===== src/rtl/a_register_pkg.sv =====
// Shared constants for the TD4 register cells.
// Latency: n/a (constants only).
// Backpressure: n/a.
package a_register_pkg;

    // Native data width of the TD4 datapath (A, B and PC are all this wide).
    localparam int TD4_WIDTH = 4;

endpackage


===== src/rtl/a_register_pc.sv =====
// Program counter: the register cell with counting enabled.
// Latency: one CLK edge, same as the underlying cell.
// Backpressure: none; EN=0 stalls the PC, CLR returns it to 0.
//
// Ports: identical to a_register (CLK, CLR, EN, LOAD, Im, Out).
module pc
    import a_register_pkg::*;
#(
    parameter int WIDTH = TD4_WIDTH
) (
    input  logic             CLK,
    input  logic             CLR,
    input  logic             EN,
    input  logic             LOAD,
    input  logic [WIDTH-1:0] Im,
    output logic [WIDTH-1:0] Out
);

    a_register #(
        .WIDTH (WIDTH),
        .COUNT (1'b1)
    ) u_cell (
        .CLK  (CLK),
        .CLR  (CLR),
        .EN   (EN),
        .LOAD (LOAD),
        .Im   (Im),
        .Out  (Out)
    );

endmodule


===== src/rtl/a_register.sv =====
// 74HC161-style loadable register cell: A/B register (COUNT=0) or PC (COUNT=1).
// Latency: load/increment visible on Out one CLK edge after inputs are sampled.
// Backpressure: none; EN=0 freezes the cell, CLR wins over everything.
//
// Ports:
//   CLK  - clock, all updates on rising edge
//   CLR  - synchronous active-high clear, forces Out to 0
//   EN   - active-high enable, gates load and count
//   LOAD - active-high parallel-load select
//   Im   - parallel-load data
//   Out  - registered value, driven straight from the flops
module a_register
    import a_register_pkg::*;
#(
    parameter int WIDTH = TD4_WIDTH,
    parameter bit COUNT = 1'b0
) (
    input  logic             CLK,
    input  logic             CLR,
    input  logic             EN,
    input  logic             LOAD,
    input  logic [WIDTH-1:0] Im,
    output logic [WIDTH-1:0] Out
);

    logic [WIDTH-1:0] value_q;

    // No power-on value: the cell is undefined until the first CLR edge,
    // matching the discrete counter part it models.
    always_ff @(posedge CLK) begin
        if (CLR) begin
            value_q <= '0;
        end else if (EN) begin
            if (LOAD) begin
                value_q <= Im;
            end else if (COUNT) begin
                // Natural wrap modulo 2^WIDTH; no ripple-carry output.
                value_q <= value_q + WIDTH'(1);
            end
        end
    end

    assign Out = value_q;

endmodule


===== config.mk =====
export PLATFORM = sky130hd
export DESIGN_NAME = pc
export DESIGN_NICKNAME = d
export VERILOG_FILES = /design/src/rtl/a_register_pkg.sv /design/src/rtl/a_register_pc.sv /design/src/rtl/a_register.sv
export SDC_FILE = /design/constraint.sdc
export NUM_CORES = 1
export LEC_CHECK = 0
export BUFFER_PORTS_ARGS = -buffer_cell sky130_fd_sc_hd__clkbuf_2
export CORE_AREA = 8 8 45 47
export DETAILED_ROUTE_END_ITERATION = 10
export DIE_AREA = 0 0 53 55
export GPL_TIMING_DRIVEN = 0
export PLACE_DENSITY = 0.35
export SLEW_MARGIN = 0
export SYNTH_ARGS = -nofsm -noshare
export SYNTH_HDL_FRONTEND = slang
export SYNTH_HIERARCHICAL = 1
export SYNTH_SLANG_ARGS = --single-unit

===== constraint.sdc =====
create_clock -name CLK -period 2.95 [get_ports CLK]
set_input_delay 0.59 -clock CLK [delete_from_list [all_inputs] [get_ports CLK]]
set_output_delay 0.59 -clock CLK [all_outputs]
set_load 0.02 [all_outputs]

# Word-level counts from Yosys, hierarchy flattened

Index checks and enable logic that the tools add are counted.

Register bits: 4
Bits in latches: 0
Bits in writable memories: 0
Bits in read-only memories: 0
Input port bits: 8
Output and inout bits: 4
Word-level logic and storage cells: 3
Memories: 0

Add/sub/neg operators: 1
Multiply operators: 0
Divide/modulo/power cells: 0
$lt $le $gt $ge: 0
Equal/unequal tests: 0
Shifts and indexed selects: 0
Multiplexer cells: 1
Bitwise logic cells: 0
Reduce and logical (&&, ||, !) cells: 0

Operator list:

| kind                                        | number |
|---|---|
| adder 4 x 1 -> 4 bit, second input constant | 1 |
| 2-to-1 mux 4 bit                            | 1 |

# Longest topological paths before layout

Depth in word-level cells: 2
Gate-level depth with buffers: 4
Gate-level depth less buffers: 4

# Worst setup path before layout

Ideal clock, no wire load.

Kind: in2reg
From: in LOAD
To: reg u_cell.value_q[3], in the netlist u_cell/Out[3]
Library setup time: 0.074 ns
Data arrival time: 1.300 ns
Required time: 2.876 ns
Path slack: 1.576 ns
Cell stages on the path: 3
Path buffers: 1
Cells stage by stage: buf_6 or4b_1 a31oi_1

Cells in the longest elaborated chain, start to end: 1

RTL lines:

| element                | RTL line            | source |
|---|---|---|
| start: declaration     | a_register_pc.sv:14 | `input logic LOAD,` |
| 2-to-1 mux 4 bit       | a_register.sv:34    | `if (LOAD) begin` |
| end signal: assignment | a_register.sv:35    | `value_q <= Im;` |
| end signal: assignment | a_register.sv:38    | `value_q <= value_q + WIDTH'(1);` |
| end: declaration       | a_register.sv:26    | `logic [WIDTH-1:0] value_q;` |

No other way between the ends.
A chain may end at the register's enable or synchronous reset.

# Worst setup path in the final report

From: reg u_cell.value_q[0], in the netlist u_cell/Out[0]
To: out Out[0]

RTL lines:

| element          | RTL line            | source |
|---|---|---|
| end: declaration | a_register_pc.sv:16 | `output logic [WIDTH-1:0] Out` |

No word-level cell between the ends.

==> metrics.cfg <==
[run_status]
outcome=finished, final reports clean

[global_routing]
grt-busiest-layer=met2
grt_pass1_wl_um=1030
gr-total-overflow=0
grt_pass1_vias=233
use_met3=0.0588
met1_usage=0.0469
grt_max_degree=10
use_met2=0.0762
grt_usage=0.0502
antenna_found_initial=0

[logic_synthesis]
syn_area_um2=225
yosysTopAreaCell=dfxtp_1
yosys_most_used_dff=dfxtp_1
syn_nets=35
synth-seq-cells=4
synth_top_area_frac=0.356
synth_warnings=6
yosysUniqueCellTypes=17
ys_seq_area_frac=0.356
synth_edf_count=0
postSynth.asyncResetShare=0
yosys-top-cells-area=dfxtp_1 36%, a211oi_1 6.7%, a31oi_1 5.6%
syn-mean-instance-area_um2=8.66
synth_cells=26

[die]
die_height_um=55
die_x_um=53
dieArea_um2=2920
rows=14
ios=12
start_util=0.163
core_um2=1380

[clock_network]
cts_resized=0
cts_buffer_depth=2
numCtsBuffers=3
cts_hold_buf=0
path_clk_slew_ps=40
clk_latency_ps=240
htree_levels=1
clkSinkCount=4
cts-root-buf=clkbuf_4
cts_tree=yes
post-cts-setup-buffers=0

[final_layout]
largest_register_ff_count=4
layout-drive-gt1-share=0.395
n_fill_cell=160
areaGrowthSynthToFinish_pct=38.9
diodes=0
fin_nets=49

[min_path]
holdCritPathClass=register to register
hold_depth=2
min-delay-start=u_cell/Out[2]
holdPathEnd=u_cell/Out[2]

[routing]
post_drt_wl_per_cell_um=12.1
num_vias=223
drt-total-wl_um=651
via_per_inst=4.13
drtAntennaViolNets=0
drcViolationCount=0
dr.pass1.iters=3
drt_iter0_drc=1

[sta]
fmax_mhz=701
fin_ws_ps=1520
drv_slew=0
setup_viol=0
finalCriticalPeriod_ps=1430
fin_skew_ps=1.07
hold_viol=0
relSlewSlack=0.883
rsz0062_at_grt=false
period_share=0.483
tightest_slew_ps=175
tns_ps=0

[worst_setup_path]
path_delay_family=flip-flops
cp.required_ps=2360
crit_type=register to output port
path_cells=clkbuf_2
reg2reg_to=u_cell/Out[3]
start_kind=register
crit_path_max_incr_delay_ps=400
worstRegToRegCells=3
r2r_slack_ps=1760
end_kind=output port
r2r-start=u_cell/Out[0]
critPathBufInv=1
cpMaxStageDelayCell=dfxtp_1
arrival_ps=840
crit_fanout=5

[power_and_ir_drop]
power_density_nw_per_um2=507
power_mw=0.159
ir_drop_mv=0.222
power.leakage_nw=0.137

[placed_design]
place_ws_ps=1540
port_buffers=9
gp_congestion=0.684

[run]
cap_violations=0

==> cells by family (layout without fill, tap and decap cells) <==
logic type / Yosys count / in the layout / synth area share
compound gates: 8 / 8 / 0.211
fa+ha+maj: 1 / 1 / 0.0555
buf+inv: 2 / 14 / 0.0722
flops: 4 / 4 / 0.356
mux: 1 / 1 / 0.0444
simple gates: 10 / 10 / 0.261
==> cells in the final DEF, fill, tap and decap left out, drive strengths merged, types with 2 or more instances in the layout <==
| cell | n |
|---|---|
| clkbuf | 13 |
| dfxtp | 4 |
| nor2 | 3 |
| a21oi | 2 |
| a211oi | 2 |
| o21ai | 2 |
| a31oi | 2 |
==> worst max-delay path by stage <==
stage / slack [ps] / to / startpoint / cells past startpoint
finish: 1520 / Out[0] / u_cell/Out[0] / 1
global route: 1470 / Out[0] / u_cell/Out[0] / 1
CTS: 1510 / Out[0] / u_cell/Out[0] / 1
detailed placement: 1540 / u_cell/Out[3] / EN / 3
global placement: 1550 / u_cell/Out[3] / EN / 3
floorplan: 1580 / u_cell/Out[3] / LOAD / 3
==> Yosys cell counts, drive strengths merged (2+ instances only) <==
cell type and instances:
a31oi 2, dfxtp 4, a211oi 2, o21ai 2, nor2 3, a21oi 2
==> report_power, final <==
| group | internal, mW | leakage (nW) | switching, mW |
|---|---|---|---|
| Combinational | 0.0127 | 0.0904 | 0.0148 |
| Clock | 0.0456 | 0.0138 | 0.0233 |
| Sequential | 0.0582 | 0.0330 | 0.00401 |
| Total | 0.116 | 0.137 | 0.0421 |
==> per-layer routing <==
| metal | part of all wire | up-vias | routed length [um] |
|---|---|---|---|
| met5 | 0 | - | 0 |
| met4 | 0 | 0 | 0 |
| met3 | 0.13 | 0 | 87 |
| met2 | 0.45 | 10 | 291 |
| met1 | 0.42 | 93 | 272 |
| li1 | - | 120 | - |
==> metrics by stage <==
step	area, um^2	hold slack [ps]	cells	utilization
6_report	313	488	54	0.226
5_1_grt	313	527	54	0.226
4_1_cts	313	496	54	0.226
3_5_place_dp	290	491	51	0.210
3_3_place_gp	290	479	51	0.210
2_1_floorplan	225	549	26	-
==> layout make-up <==
| class | instances | area, um^2 | area share |
|---|---|---|---|
| Timing Repair Buffer | 9 | 45.0 | 0.144 |
| Buffer | 2 | 16.3 | 0.0520 |
| Sequential cell | 4 | 80.1 | 0.256 |
| Tap cell | 16 | 20.0 | 0.0640 |
| Clock buffer | 3 | 22.5 | 0.0720 |
| Multi-Input combinational cell | 20 | 129 | 0.412 |
No activity file was read; power rests on OpenSTA's default activity.
